==> src/rtl/if_id_stage.sv <==
// Instruction-fetch stage with IF/ID pipeline register for the 5-stage MIPS pipeline.
// Owns the PC, honours branch redirects and hazard-unit hold/flush, and counts held cycles.
module if_id_stage #(
    parameter int unsigned         PC_WIDTH  = 32,
    parameter logic [PC_WIDTH-1:0] RESET_PC  = '0,
    parameter int unsigned         CNT_WIDTH = 16
) (
    input  logic                 clk,
    input  logic                 rst,
    input  logic                 pcHold,
    input  logic                 IFFlush,
    input  logic                 branchTaken,
    input  logic [PC_WIDTH-1:0]  branchTarget,
    output logic [PC_WIDTH-1:0]  imem_addr,
    input  logic [0:31]          imem_rdata,
    output logic [0:31]          instr_ID,
    output logic [PC_WIDTH-1:0]  pcPlus4_ID,
    output logic                 valid_ID,
    output logic [0:5]           opCode_ID,
    output logic [0:4]           rs_ID,
    output logic [0:4]           rt_ID,
    output logic [0:4]           rd_ID,
    output logic [CNT_WIDTH-1:0] stallCount
);

    logic [PC_WIDTH-1:0]  pc;
    logic [PC_WIDTH-1:0]  pc_plus4;
    logic [PC_WIDTH-1:0]  pc_next;
    logic [0:31]          instr_next;
    logic [PC_WIDTH-1:0]  pc_plus4_id_next;
    logic                 valid_next;
    logic [CNT_WIDTH-1:0] stall_count_next;
    logic [1:0]           branch_offset_unused;

    // Redirect targets are word aligned; the low two bits carry no information.
    assign branch_offset_unused = branchTarget[1:0];

    assign pc_plus4  = pc + PC_WIDTH'(4);
    assign imem_addr = pc;

    assign opCode_ID = instr_ID[0:5];
    assign rs_ID     = instr_ID[6:10];
    assign rt_ID     = instr_ID[11:15];
    assign rd_ID     = instr_ID[16:20];

    // Next-state selection: branch beats hold/flush, which beat a plain fetch.
    always_comb begin
        pc_next          = pc;
        instr_next       = instr_ID;
        pc_plus4_id_next = pcPlus4_ID;
        valid_next       = valid_ID;
        stall_count_next = stallCount;

        if (branchTaken) begin
            pc_next          = {branchTarget[PC_WIDTH-1:2], 2'b00};
            instr_next       = '0;
            pc_plus4_id_next = '0;
            valid_next       = 1'b0;
        end else begin
            if (pcHold) begin
                if (stallCount != '1) begin
                    stall_count_next = stallCount + CNT_WIDTH'(1);
                end
            end else begin
                pc_next = pc_plus4;
            end

            if (IFFlush) begin
                instr_next       = '0;
                pc_plus4_id_next = '0;
                valid_next       = 1'b0;
            end else if (!pcHold) begin
                instr_next       = imem_rdata;
                pc_plus4_id_next = pc_plus4;
                valid_next       = 1'b1;
            end
        end
    end

    always_ff @(posedge clk) begin
        if (rst) begin
            pc         <= RESET_PC;
            instr_ID   <= '0;
            pcPlus4_ID <= '0;
            valid_ID   <= 1'b0;
            stallCount <= '0;
        end else begin
            pc         <= pc_next;
            instr_ID   <= instr_next;
            pcPlus4_ID <= pc_plus4_id_next;
            valid_ID   <= valid_next;
            stallCount <= stall_count_next;
        end
    end

endmodule

==> config.mk <==
export PLATFORM = sky130hd
export DESIGN_NAME = if_id_stage
export DESIGN_NICKNAME = d
export VERILOG_FILES = /design/src/rtl/if_id_stage.sv
export SDC_FILE = /design/constraint.sdc
export NUM_CORES = 1
export LEC_CHECK = 0
export CORE_MARGIN = 2
export CORE_UTILIZATION = 34
export CTS_CLUSTER_SIZE = 12
export DETAILED_ROUTE_END_ITERATION = 7
export HOLD_SLACK_MARGIN = 0.12
export PLACE_DENSITY = 0.74
export SLEW_MARGIN = 10
export SYNTH_ARGS = -nofsm -noshare
export SYNTH_HDL_FRONTEND = slang
export SYNTH_SLANG_ARGS = --single-unit
export TNS_END_PERCENT = 50
==> constraint.sdc <==
create_clock -name clk -period 1.95 [get_ports clk]
set_clock_uncertainty 0.1 [all_clocks]
set_input_delay 0.39 -clock clk [delete_from_list [all_inputs] [get_ports clk]]
set_output_delay 0.39 -clock clk [all_outputs]
set_load 0.005 [all_outputs]
==> flow_summary.yaml, run 1 <==
pwr:
  powerDensity_nw_per_um2: 593
  leakagePower_nw: 3.12
  ir_drop_uv: 419
floorplan:
  start_util_pct: 34.4
  core_um2: 15700
  row_count: 46
  dieArea_um2: 16900
  die_w_um: 130
  io_pins: 203
  die_y_um: 130
route:
  antenna_left: 0
  finalWirelength_mm: 16.6
  via_count: 5205
  first_pass_iters: 6
  routed_via_density: 4.87
  avgRoutedWirePerCell_um: 15.6
  drc: 0
  drt-initial-drc-count: 196
logic_synthesis:
  synth.top_cell.area_share_pct: 40.4
  synth_area_leaders: "dfxtp_1 (40%), mux2i_1 (7.6%), nor2_1 (7.5%), xnor2_1 (6.8%), buf_4 (3.6%)"
  ys_ff_latch: 109
  yosysWarnings: 0
  synth_cell_types: 51
  netlist_instances: 629
  synth_area_um2: 5400
  yosysTopAreaCell: "dfxtp_1"
  async_flop_share_pct: 0
  postSynthAreaPerCell_um2: 8.59
  synth_edf_count: 0
  synth_ff_type: "dfxtp_1"
  seq_area_frac_synth_pct: 40.4
final_layout:
  diodes: 0
  finalNetCount: 920
  drive_gt1_share_pct: 17.3
  stdcell_count: 1068
  area_growth_pct: 54.6
  final_area_um2: 8350
  final_cell_mix: "clkdlybuf4s50_1 (191), nor2_1 (106), dfxtp_1 (96), buf_4 (79)"
  final_common_cell: "clkdlybuf4s50_1"
place:
  dp_cells: 1052
  gp_congestion: 0.851
  dpl-instance-area_um2: 7890
  dp_hpwl_mm: 12.6
  numPortBuffers: 196
timing:
  rsz0062_at_grt: "yes"
  timing.hold.ws_ps: 300
  setup_viol: 2
  maxSlewViolCount: 0
  layout_min_cycle_time_ps: 1990
  min_period_over_period_pct: 102
  max_freq_mhz: 502
  hold_violations: 0
  final.setup.worst_slack_ps: -40.1
worst_hold_path:
  hold_class: "input port to flip-flop"
  worst_hold_startpoint: "rst"
critical_path:
  crit_start: "imem_addr[2]$_SDFFE_PP0N_"
  start_kind: "flip-flop"
  required_ps: 2120
  cp-end-kind: "flip-flop"
  crit_fanout: 4
  reg2reg_from: "imem_addr[2]$_SDFFE_PP0N_"
  crit_arrival_ps: 2160
  path_class: "flip-flop to flip-flop"
global_routing:
  overflow: 0
  antenna_found_initial: 0
  grt_pass1_vias: 4902
  grtUsageTotal_pct: 19.3
  grt_max_degree: 43
  grt_pass1_wl_mm: 25.6
flow_run:
  drv_cap: 0
clock_tree:
  tritoncts: "yes"
  clk_latency_ps: 360
  h-tree-depth: 3
  clockBufferDepth: 2
  numCtsBuffers: 9
  clkSlewWorstSetupHoldPaths_ps: 70
  root_buffer: "clkbuf_16"
  cts.sinks: 109
run_status:
  violations: "setup timing"
  status: "finished with violations"
[layer usage]
| layer | vias up | global-route usage (%) | share of wire (%) |
|---|---|---|---|
| li1 | 2587 | - | - |
| met1 | 2393 | 23.9 | 42 |
| met2 | 201 | 32.5 | 48 |
| met4 | 0 | 6.96 | 1.8 |
| met5 | - | 0 | 0 |
| met3 | 24 | 5.21 | 8.6 |
[sequential cells by signal (all words and copies together), names as in the netlist]
register / count
instr_ID: 32
imem_addr: 30
pcPlus4_ID: 30
stallCount: 16
valid_ID: 1
[report_power, final]
part	switching [mW]	total (mW)	internal, mW
Combinational	0.320	0.759	0.438
Clock	0.822	1.84	1.02
Sequential	0.0610	2.36	2.30
Total	1.20	4.95	3.75
[worst paths after layout]
| path | end | slack (ps) | cells past startpoint |
|---|---|---|---|
| max reg2reg | imem_addr[18]$_SDFFE_PP0N_ | -40 | 5 |
| max | imem_addr[18]$_SDFFE_PP0N_ | -40 | 5 |
| min | pcPlus4_ID[29]$_SDFFE_PP0N_ | 300 | 3 |
| min reg2reg | valid_ID$_SDFFE_PP0N_ | 360 | 2 |
[critical path, cell delays in order (launching register included)]
cell and delay, ps:
dfxtp_4 370, ha_4 160, nand4_1 170, or4_4 570, or3_4 350, a311oi_2 180
[per-stage QoR]
| stage | setup TNS, ps | util, % | power, mW | setup slack (ps) |
|---|---|---|---|---|
| after CTS | -2.14 | 52.3 | 5.01 | -2.14 |
| after detailed placement | -6990 | 50.2 | 3.15 | -168 |
| after global routing | -369 | 53.1 | 5.17 | -111 |
| final | -56.9 | 53.1 | 4.95 | -40.1 |
| after floorplan | -64.5 | - | 2.73 | -25.1 |
| after global placement | -6410 | 50.2 | 3.15 | -169 |
[cells by family (layout without fill, tap and decap cells)]
| group | count (synthesis) | in the layout | share of synthesized area (%) |
|---|---|---|---|
| simple gates | 242 | 242 | 23.2 |
| flops | 109 | 109 | 40.4 |
| compound gates | 94 | 94 | 10.7 |
| buf+inv | 82 | 302 | 8.11 |
| xor+xnor | 57 | 57 | 9.24 |
| mux | 42 | 42 | 7.81 |
| fa+ha+maj | 2 | 2 | 0.463 |
| other cells | 1 | 4 | 0.0694 |
[repair_timing]
action | in CTS | in global routing
pin swaps | 0 | 9
buffers inserted | 0 | 2
resized for setup | 10 | 31
setup endpoints to repair | 13 | 31
hold buffers | 0 | 0
hold endpoints to repair | 0 | 0
[Yosys cell counts, types with 2 or more instances]
cell	instances
nor3_2	2
xnor2_1	42
a2111oi_0	2
clkbuf_1	27
a311oi_1	6
nand4_1	15
dfxtp_1	109
or4_4	3
buf_4	26
nor2_1	108
o21ai_0	24
nor2b_1	3
a211oi_1	17
inv_1	8
and4_1	4
ha_1	2
mux2i_1	41
buf_1	4
a41o_1	2
and2_1	8
xor2_1	15
nand2_1	31
buf_2	14
a21oi_1	34
nor3b_1	2
and3_1	4
or4_1	2
nor4_1	9
o211ai_1	2
or3_1	7
nor4_2	8
buf_6	2
nand3_1	14
nor3_1	14
a31oi_1	2
[layout make-up]
cell class	instances	area, um2
well taps	216	270
fillers	1484	7360
flip-flops and latches	109	2200
inverters	9	33.8
clock buffers	10	239
multi-input cells	441	2930
clock inverters	4	50.0
repair buffers	279	2620
No activity file was read; power rests on OpenSTA's default activity.
==> inputs of run 2 (changes only) <==
--- a/config.mk
+++ b/config.mk
@@ -9,6 +9,7 @@
 export CORE_UTILIZATION = 34
 export CTS_CLUSTER_SIZE = 12
 export DETAILED_ROUTE_END_ITERATION = 7
+export GPL_TIMING_DRIVEN = 0
 export HOLD_SLACK_MARGIN = 0.12
 export PLACE_DENSITY = 0.74
 export SLEW_MARGIN = 10
==> run 2 against run 1 <==
Net effect: the run still ends with setup timing left; worst setup slack got worse by 97 ps; largest power group unchanged; register-to-register slack got worse by 97 ps; power rose by 6.5%; clock power rose by 16%; maximum frequency fell by 4.6%; critical endpoint unchanged.
==> flow_summary.yaml, run 2 (same netlist as run 1, synthesis figures left out) <==
run_status:
  status: "finished with violations"
  violations: "setup timing"
route:
  finalWirelength_mm: 18.4
  avgRoutedWirePerCell_um: 16.9
  drc: 0
  drt-initial-drc-count: 412
  routed_via_density: 5.00
  antenna_left: 0
  via_count: 5445
  first_pass_iters: 6
clock_tree:
  cts.sinks: 109
  numCtsBuffers: 9
  root_buffer: "clkbuf_16"
  clockBufferDepth: 2
  h-tree-depth: 3
  clk_latency_ps: 360
  clkSlewWorstSetupHoldPaths_ps: 70
  tritoncts: "yes"
place:
  gp_congestion: 0.873
  dp_hpwl_mm: 13.1
  post-place-ws_ps: -794
  dpl-instance-area_um2: 7660
  numPortBuffers: 195
critical_path:
  required_ps: 2110
  crit_slowest_cell: "or4_4"
  path_class: "flip-flop to flip-flop"
  cpPeakStageDelay_ps: 520
  crit_arrival_ps: 2250
  path_cells: "ha_4, nand4_1, or4_4, or3_1, a311oi_2"
  worst_path_dominant_cell_family: "simple AND/OR/NAND/NOR gates"
  crit_fanout: 4
  start_kind: "flip-flop"
  critPathBufInv: 0
  cp-end-kind: "flip-flop"
timing:
  setup_viol: 14
  timing.hold.ws_ps: 372
  final.setup.worst_slack_ps: -137
  rsz0062_at_grt: "yes"
  max_freq_mhz: 479
  hold_violations: 0
  layout_min_cycle_time_ps: 2090
  min_period_over_period_pct: 107
  slew-limit-headroom_pct: 62.6
  worst_pin_slew_ps: 561
  maxSlewViolCount: 0
floorplan:
  dieArea_um2: 16900
  start_util_pct: 34.4
  die_y_um: 130
  die_w_um: 130
  row_count: 46
  core_um2: 15700
  io_pins: 203
worst_hold_path:
  hold_class: "flip-flop to flip-flop"
pwr:
  ir_drop_uv: 397
  powerDensity_nw_per_um2: 608
  leakagePower_nw: 3.31
final_layout:
  area_growth_pct: 60.7
  largest_reg_flops: 32
  final_cell_mix: "clkdlybuf4s50_1 (195), nor2_1 (107), dfxtp_1 (87), buf_4 (57), mux2i_1 (41)"
  regMostFlops: "instr_ID"
  drive_gt1_share_pct: 20.4
  final_common_cell: "clkdlybuf4s50_1"
  diodes: 0
  final_area_um2: 8680
  finalNetCount: 940
global_routing:
  antenna_found_initial: 0
  grt_max_degree: 18
  grtUsageTotal_pct: 21.2
  grt_pass1_wl_mm: 27.5
  grt_pass1_vias: 5029
  overflow: 0
flow_run:
  drv_cap: 0
==> run 2: changes by cell type in the layout (fill, tap and decap cells not counted), moves of 3 or more <==
cell | before | now
clkbuf_2 | 0 | 14
nor3_1 | 14 | 9
clkbuf_4 | 0 | 5
nor4_4 | 5 | 10
dfxtp_1 | 96 | 87
nor4_1 | 7 | 3
clkbuf_1 | 0 | 8
clkdlybuf4s50_1 | 191 | 195
buf_4 | 79 | 57
buf_6 | 4 | 14
dfxtp_2 | 11 | 16
buf_1 | 0 | 3
nor3_4 | 1 | 5
dfxtp_4 | 2 | 6
==> run 2: worst paths after layout <==
check	startpoint	to	slack [ps]	cells past startpoint
max reg2reg	imem_addr[2]$_SDFFE_PP0N_	imem_addr[18]$_SDFFE_PP0N_	-140	5
min reg2reg	valid_ID$_SDFFE_PP0N_	valid_ID$_SDFFE_PP0N_	370	2
min	valid_ID$_SDFFE_PP0N_	valid_ID$_SDFFE_PP0N_	370	2
max	imem_addr[2]$_SDFFE_PP0N_	imem_addr[18]$_SDFFE_PP0N_	-140	5
==> run 2: repair_timing <==
action / CTS / global route
resized for setup: 71 / 55
hold buffers: 0 / 0
endpoints found under the setup margin: 98 / 92
buffers inserted: 20 / 16
pin swaps: 17 / 23
==> run 2: worst min-delay path: stages (launching register included) <==
cell and delay [ps]:
dfxtp_1 320, inv_1 50, a21oi_1 60
==> run 2: layer usage <==
layer	part of all wire, %	up-vias	track usage [%]	wire, um
met4	3.5	0	9.49	640
met5	0	-	0	0
li1	-	2634	-	-
met2	46	258	34.4	8480
met3	9.5	49	5.70	1760
met1	41	2504	26.4	7570
==> run 2: cell type report <==
| cell class | instances | area (um2) |
|---|---|---|
| fillers | 1458 | 7040 |
| multi-input cells | 441 | 3090 |
| repair buffers | 230 | 2230 |
| flip-flops and latches | 109 | 2220 |
| plain buffers | 69 | 483 |
| well taps | 216 | 270 |
| clock buffers | 10 | 229 |
| clock inverters | 6 | 111 |
| inverters | 9 | 37.5 |
==> run 2: per-stage QoR <==
stage / power, mW / instances / TNS, ps / utilization, %
after floorplan: 2.73 / 632 / -64.5 / -
after global placement: 3.12 / 1043 / -63050 / 48.7
after detailed placement: 3.12 / 1043 / -64760 / 48.7
after CTS: 5.28 / 1075 / -268 / 53.4
after global routing: 5.45 / 1090 / -2180 / 55.2
final: 5.28 / 1090 / -560 / 55.2
==> run 2: report_power, final <==
| part | internal, mW | leakage (nW) | switching [mW] |
|---|---|---|---|
| clock network | 1.26 | 0.163 | 0.875 |
| registers | 2.30 | 0.898 | 0.0841 |
| logic | 0.434 | 2.25 | 0.333 |
